File: src/rtl/receiver_buffer_pkg.sv
// Shared definitions for the UART/AES comm blocks: block and byte geometry.
package receiver_buffer_pkg;

  localparam int unsigned BLOCK_W         = 128;
  localparam int unsigned BYTE_W          = 8;
  localparam int unsigned BYTES_PER_BLOCK = BLOCK_W / BYTE_W;
  localparam int unsigned BYTE_CNT_W      = $clog2(BYTES_PER_BLOCK);

  typedef logic [BLOCK_W-1:0] block_t;
  typedef logic [BYTE_W-1:0]  byte_t;

endpackage

File: src/rtl/fifo.sv
// First-word-fall-through block FIFO with registered head, sticky overflow
// and write acceptance when full if a pop lands in the same cycle.
module fifo #(
  parameter int unsigned WIDTH = 128,
  parameter int unsigned DEPTH = 4
) (
  input  logic             clk,
  input  logic             reset,
  input  logic             wr_en,
  input  logic [WIDTH-1:0] wr_data,
  input  logic             rd_en,
  output logic [WIDTH-1:0] rd_data,
  output logic             empty,
  output logic             overflow
);

  localparam int unsigned AW = $clog2(DEPTH);
  localparam int unsigned PW = AW + 1;

  logic [WIDTH-1:0] mem_q [DEPTH];
  logic [WIDTH-1:0] mem_d [DEPTH];
  logic [PW-1:0]    wr_ptr_q, wr_ptr_d;
  logic [PW-1:0]    rd_ptr_q, rd_ptr_d;
  logic [WIDTH-1:0] head_q, head_d;
  logic             empty_q, empty_d;
  logic             overflow_q, overflow_d;
  logic             full_c, empty_c, do_rd_c, do_wr_c;

  always_comb begin
    mem_d      = mem_q;
    wr_ptr_d   = wr_ptr_q;
    rd_ptr_d   = rd_ptr_q;
    overflow_d = overflow_q;

    empty_c = (wr_ptr_q == rd_ptr_q);
    full_c  = (wr_ptr_q[AW-1:0] == rd_ptr_q[AW-1:0]) && (wr_ptr_q[AW] != rd_ptr_q[AW]);
    do_rd_c = rd_en && !empty_c;
    // A pop in the same cycle frees the slot a full-FIFO write needs.
    do_wr_c = wr_en && (!full_c || do_rd_c);

    if (do_wr_c) begin
      mem_d[wr_ptr_q[AW-1:0]] = wr_data;
      wr_ptr_d                = wr_ptr_q + PW'(1);
    end
    if (do_rd_c) begin
      rd_ptr_d = rd_ptr_q + PW'(1);
    end
    if (wr_en && !do_wr_c) begin
      overflow_d = 1'b1;
    end

    empty_d = (wr_ptr_d == rd_ptr_d);
    head_d  = mem_d[rd_ptr_d[AW-1:0]];
  end

  always_ff @(posedge clk) begin
    if (reset) begin
      for (int i = 0; i < int'(DEPTH); i++) mem_q[i] <= '0;
      wr_ptr_q   <= '0;
      rd_ptr_q   <= '0;
      head_q     <= '0;
      empty_q    <= 1'b1;
      overflow_q <= 1'b0;
    end else begin
      mem_q      <= mem_d;
      wr_ptr_q   <= wr_ptr_d;
      rd_ptr_q   <= rd_ptr_d;
      head_q     <= head_d;
      empty_q    <= empty_d;
      overflow_q <= overflow_d;
    end
  end

  assign rd_data  = head_q;
  assign empty    = empty_q;
  assign overflow = overflow_q;

endmodule

File: src/rtl/receiver_buffer_rx_shift.sv
// Byte-to-block assembler: shifts UART bytes into a 128-bit register, emits a
// write strobe per 16 bytes and drops a stalled partial block on timeout.
module rx_shift
  import receiver_buffer_pkg::*;
#(
  parameter int unsigned TIMEOUT_CYCLES = 0
) (
  input  logic   clk,
  input  logic   reset,
  input  byte_t  byte_in,
  input  logic   rx_done,
  output logic   wr_en,
  output block_t wr_data,
  output logic   frame_error
);

  localparam int unsigned TMO_W    = (TIMEOUT_CYCLES > 1) ? $clog2(TIMEOUT_CYCLES) : 1;
  localparam int unsigned TMO_LAST = (TIMEOUT_CYCLES > 0) ? TIMEOUT_CYCLES - 1 : 0;
  localparam logic [BYTE_CNT_W-1:0] CNT_LAST = BYTE_CNT_W'(BYTES_PER_BLOCK - 1);

  logic [BYTE_CNT_W-1:0] cnt_q, cnt_d;
  block_t                asm_q, asm_d;
  block_t                blk_q, blk_d;
  logic [TMO_W-1:0]      tmo_q, tmo_d;
  logic                  wr_q, wr_d;
  logic                  fe_q, fe_d;

  always_comb begin
    cnt_d = cnt_q;
    asm_d = asm_q;
    blk_d = blk_q;
    tmo_d = tmo_q;
    wr_d  = 1'b0;
    fe_d  = 1'b0;

    if (rx_done) begin
      asm_d = {asm_q[BLOCK_W-BYTE_W-1:0], byte_in};
      cnt_d = cnt_q + BYTE_CNT_W'(1);
      tmo_d = '0;
      if (cnt_q == CNT_LAST) begin
        wr_d  = 1'b1;
        blk_d = asm_d;
      end
    end else if ((TIMEOUT_CYCLES != 0) && (cnt_q != '0)) begin
      // A byte arriving on the expiry cycle takes the branch above instead.
      if (tmo_q == TMO_W'(TMO_LAST)) begin
        cnt_d = '0;
        asm_d = '0;
        tmo_d = '0;
        fe_d  = 1'b1;
      end else begin
        tmo_d = tmo_q + TMO_W'(1);
      end
    end
  end

  always_ff @(posedge clk) begin
    if (reset) begin
      cnt_q <= '0;
      asm_q <= '0;
      blk_q <= '0;
      tmo_q <= '0;
      wr_q  <= 1'b0;
      fe_q  <= 1'b0;
    end else begin
      cnt_q <= cnt_d;
      asm_q <= asm_d;
      blk_q <= blk_d;
      tmo_q <= tmo_d;
      wr_q  <= wr_d;
      fe_q  <= fe_d;
    end
  end

  assign wr_en       = wr_q;
  assign wr_data     = blk_q;
  assign frame_error = fe_q;

endmodule

File: src/rtl/receiver_buffer.sv
// Receive buffer between UART receiver and AES control: packs bytes into
// 128-bit blocks and queues them in a FIFO for the AES side to pop.
module receiver_buffer
  import receiver_buffer_pkg::*;
#(
  parameter int unsigned DEPTH          = 4,
  parameter int unsigned TIMEOUT_CYCLES = 0
) (
  input  logic               clk,
  input  logic               reset,
  input  logic [BYTE_W-1:0]  byte_UART_to_shiftReg,
  input  logic               rx_done,
  input  logic               read_en,
  output logic [BLOCK_W-1:0] block_UART_rx_to_aes,
  output logic               empty,
  output logic               overflow,
  output logic               frame_error
);

  logic   blk_wr;
  block_t blk_data;

  rx_shift #(
    .TIMEOUT_CYCLES(TIMEOUT_CYCLES)
  ) u_rx_shift (
    .clk        (clk),
    .reset      (reset),
    .byte_in    (byte_UART_to_shiftReg),
    .rx_done    (rx_done),
    .wr_en      (blk_wr),
    .wr_data    (blk_data),
    .frame_error(frame_error)
  );

  fifo #(
    .WIDTH(BLOCK_W),
    .DEPTH(DEPTH)
  ) u_fifo (
    .clk     (clk),
    .reset   (reset),
    .wr_en   (blk_wr),
    .wr_data (blk_data),
    .rd_en   (read_en),
    .rd_data (block_UART_rx_to_aes),
    .empty   (empty),
    .overflow(overflow)
  );

endmodule

File: config.mk
export PLATFORM = sky130hd
export DESIGN_NAME = receiver_buffer
export DESIGN_NICKNAME = d
export VERILOG_FILES = /design/src/rtl/receiver_buffer_pkg.sv /design/src/rtl/fifo.sv /design/src/rtl/receiver_buffer_rx_shift.sv /design/src/rtl/receiver_buffer.sv
export SDC_FILE = /design/constraint.sdc
export NUM_CORES = 2
export LEC_CHECK = 0
export BUFFER_PORTS_ARGS = -buffer_cell sky130_fd_sc_hd__buf_2
export CAP_MARGIN = 5
export CORE_UTILIZATION = 30
export CTS_BUF_LIST = sky130_fd_sc_hd__clkbuf_16
export DETAILED_ROUTE_END_ITERATION = 8
export PLACE_DENSITY_LB_ADDON = 0.15
export SLEW_MARGIN = 20
export SYNTH_ARGS = -nofsm -noshare
export SYNTH_HDL_FRONTEND = slang
export SYNTH_SLANG_ARGS = --single-unit
File: constraint.sdc
create_clock -name clk -period 4.64 [get_ports clk]
set_clock_uncertainty 0.1 [all_clocks]
set_input_delay 0.464 -clock clk [delete_from_list [all_inputs] [get_ports clk]]
set_output_delay 0.464 -clock clk [all_outputs]
set_load 0.05 [all_outputs]
==> impl_metrics.py <==
metrics = {
    "run_status": {
        "outcome": "finished, final reports clean",
    },
    "clock_network": {
        "cts_setup_buffers": 0,
        "ctsHtreeMaxLevel": 3,
        "cts_tree": "yes",
        "cts-hold-fix-buffers": 8,
        "clk-insertion-delay-late_ps": 680,
        "clk_pin_slew_worst_paths_ps": 60,
        "ctsResizeCount": 0,
        "cts_inserted_buffers": 101,
        "clock_tree.buffer_depth": 3,
        "clockRootBuffer": "clkbuf_16",
        "clkSinkCount": 901,
    },
    "power": {
        "power_per_cell_area_mw_per_mm2": 384,
        "irDropWorstVdd_mv": 0.288,
        "total_leakage_power_nw": 15.3,
    },
    "setup_path": {
        "critPathRequiredTime_ps": 5160,
        "worstPathMaxFanout": 35,
        "crit_path_end_kind": "flop",
        "timing.critical_path.from_type": "flop",
        "timing.critical_path.cells": "xor2_2 > o31ai_4 > xor2_1 > a21oi_4 > buf_4 > o221ai_2 > o22ai_1 > a21o_1",
        "critPathArrivalTime_ps": 4270,
        "cpMaxStageDelayCell": "dfxtp_1",
        "crit_path_max_incr_delay_ps": 740,
        "critPathKind": "reg -> reg",
        "ff2ff_path_depth": 8,
    },
    "floorplanning": {
        "die_width_um": 348,
        "die_y_um": 348,
        "design.core.area_mm2": 0.119,
        "die_area_mm2": 0.121,
        "placementRows": 126,
        "boundaryPins": 143,
        "effective_utilization_at_floorplan": 0.304,
    },
    "synthesis": {
        "synth_edf_count": 0,
        "synthesis.instances": 4163,
        "synth-seq-cells": 901,
        "syn_avg_cell_area_um2": 8.65,
        "async_reset_ff_frac": 0,
        "post_synthesis_instance_area_mm2": 0.0360,
        "synth_warn": 0,
        "synthFlopType": "dfxtp_1",
        "synth_cell_types": 35,
        "synthesis.nets": 4181,
        "synth_area_leaders": "dfxtp_1 50%, nand2_1 15%, o221ai_2 9.5%",
        "cell_type_with_the_highest_aggregate_area_in_the_netlist": "dfxtp_1",
        "synth_top_area_share": 0.501,
        "synth-seq-area-share": 0.501,
    },
    "global_routing": {
        "grt_use_total": 0.194,
        "via_count_of_the_first_global_routing_pass": 28200,
        "global_route_wire_length_before_repair_mm": 183,
        "met2_usage": 0.308,
        "global_route.usage.met3": 0.0241,
        "grt.overflow.total": 0,
        "gr-max-usage-layer": "met2",
        "grt_antenna_before_repair": 2,
        "maximum_number_of_pins_on_one_net_before_global_route_repair": 162,
        "grt_util_met1": 0.273,
    },
    "sta": {
        "report.final.setup_viol": 0,
        "fmax_mhz": 266,
        "worstMarginPinSlew_ps": 1070,
        "timing.max_slew.rel_slack": 0.287,
        "grt_setup_unrepaired": "false",
        "number_of_slew_limit_violations_in_the_final_report": 0,
        "fin_crit_sh": 0.810,
        "final_period_minus_worst_setup_slack_ps": 3760,
        "finalHoldViolCount": 0,
        "setup-tns-final_ps": 0,
    },
    "drt": {
        "first_iter_violations": 2040,
        "via_per_inst": 5.05,
        "routed-via-count": 29300,
        "totalWireLength_mm": 120,
        "drc_errors": 0,
        "route.detailed.wl_per_inst_um": 20.8,
        "drtAntennaViolNets": 0,
        "number_of_iterations_in_the_first_detailed_routing_pass": 5,
    },
    "placement": {
        "io_buffers": 141,
        "detailed_place_hpwl_mm": 63.4,
        "gp_routability_congestion": 0.749,
    },
    "run": {
        "max_cap_violations": 0,
    },
    "hold_path": {
        "hold_path_depth": 2,
        "type_of_the_tightest_min_delay_check": "in -> reg",
    },
    "layout": {
        "finalNetCount": 4138,
        "area_delta_synth_final_pct": 14.8,
        "postLayoutCoreUtil": 0.349,
        "layout-drive-gt1-share": 0.141,
    },
}
-- per-stage QoR --
stage	hold slack, ps	power (mW)	cells	setup slack, ps	cell area [µm²]
floorplan	331	8.11	4163	2240	36000
global placement	342	8.19	5609	1030	38100
detailed placement	347	8.19	5609	938	38100
CTS	48.8	16.1	5801	888	41300
global route	81.1	16.4	5801	661	41300
finish	87.9	15.9	5802	882	41300
-- logic make-up after synthesis --
group,after synthesis,synth area share
compound gates,1175,0.244
xor+xnor,16,0.00410
fa+ha+maj,6,0.00208
buf+inv,362,0.0487
flops,901,0.501
mux,122,0.0339
other cells,1,0.000104
simple gates,1580,0.166
-- final timing paths --
path	start	to	slack (ps)
max	u_fifo.rd_ptr_q[0]	u_fifo.rd_data[43]	880
min	reset	u_rx_shift.asm_q[7]	90
max reg2reg	u_fifo.rd_ptr_q[0]	u_fifo.rd_data[43]	880
min reg2reg	u_fifo.mem_q[390]	u_fifo.mem_q[390]	350
-- area by class of cell --
| type | instances | area [µm²] |
|---|---|---|
| fill | 12300 | 77200 |
| multi-input combinational | 2900 | 16400 |
| sequential | 901 | 18000 |
| timing repair buffer | 213 | 1710 |
| clock buffer | 105 | 2630 |
| clock inverter | 79 | 568 |
| inverter | 3 | 11.3 |
| tap | 1600 | 2000 |
| antenna | 1 | 2.50 |
-- worst max-delay path: cells and delay by family, from the launching register on --
kind	cells	cell delay [ps]
AOI/OAI and AO/OA	5	1520
buffers and inverters	1	700
DFF	1	740
xor gates and xnor gates	2	570
-- per-layer routing --
layer	vias up	share of wire
met3	122	0.040
met4	0	0.020
li1	14300	-
met2	602	0.46
met1	14300	0.48
met5	-	0
-- where the power goes --
part	switching, mW	internal [mW]	leakage, nW
registers	0.00990	7.75	7.26
clock network	3.33	4.51	1.67
logic	0.204	0.0616	6.42
-- placed cells by master, fill, tap and decap left out, types with 2 or more instances in the layout --
master         netlist  routed
clkinv_8             0       2
ha_1                 6       6
buf_2               76     139
o22ai_1            130     128
a21o_1             128     128
nand2_1           1420    1420
a31oi_1              5       5
nor3_1               2       2
buf_12               0      34
nor2_1             143     137
a21oi_4              0       4
clkbuf_16            0     105
nor2_4               1       7
xnor2_1              8       8
bufinv_16            0       8
a41oi_1              2       2
o22ai_4              0       2
a21oi_1            648     646
clkinv_2             0      19
nand4_1              2       2
nand3_4              0       4
mux2i_1            122     122
o221ai_1            29      29
inv_1                3      28
dfxtp_1            901     901
buf_4               26      30
nand3_1              8       4
clkinvlp_4           0       2
dlygate4sd3_1        0       8
xor2_1               7       7
clkinv_1             0      22
o221ai_2           227     227
-- cells in the mapped netlist, types with 7 or more instances --
master	n
o221ai_1	29
dfxtp_1	901
o22ai_1	130
clkbuf_1	194
nand3_1	8
buf_2	76
a21o_1	128
mux2i_1	122
buf_1	36
a21oi_1	648
o221ai_2	227
xor2_1	7
xnor2_1	8
nand2_1	1420
nor2_1	143
buf_4	26
buf_6	27
-- sequential cells by signal, summed over array words and instances, names as in the netlist --
signal and cells:
u_fifo.wr_ptr_q 3, u_fifo.mem_q 512, u_fifo.overflow 1, u_rx_shift.wr_data 128, u_rx_shift.cnt_q 4, u_fifo.empty 1, u_rx_shift.asm_q 120, u_rx_shift.wr_en 1
u_fifo.rd_ptr_q 3, u_fifo.rd_data 128
No activity file was read; power rests on OpenSTA's default activity.
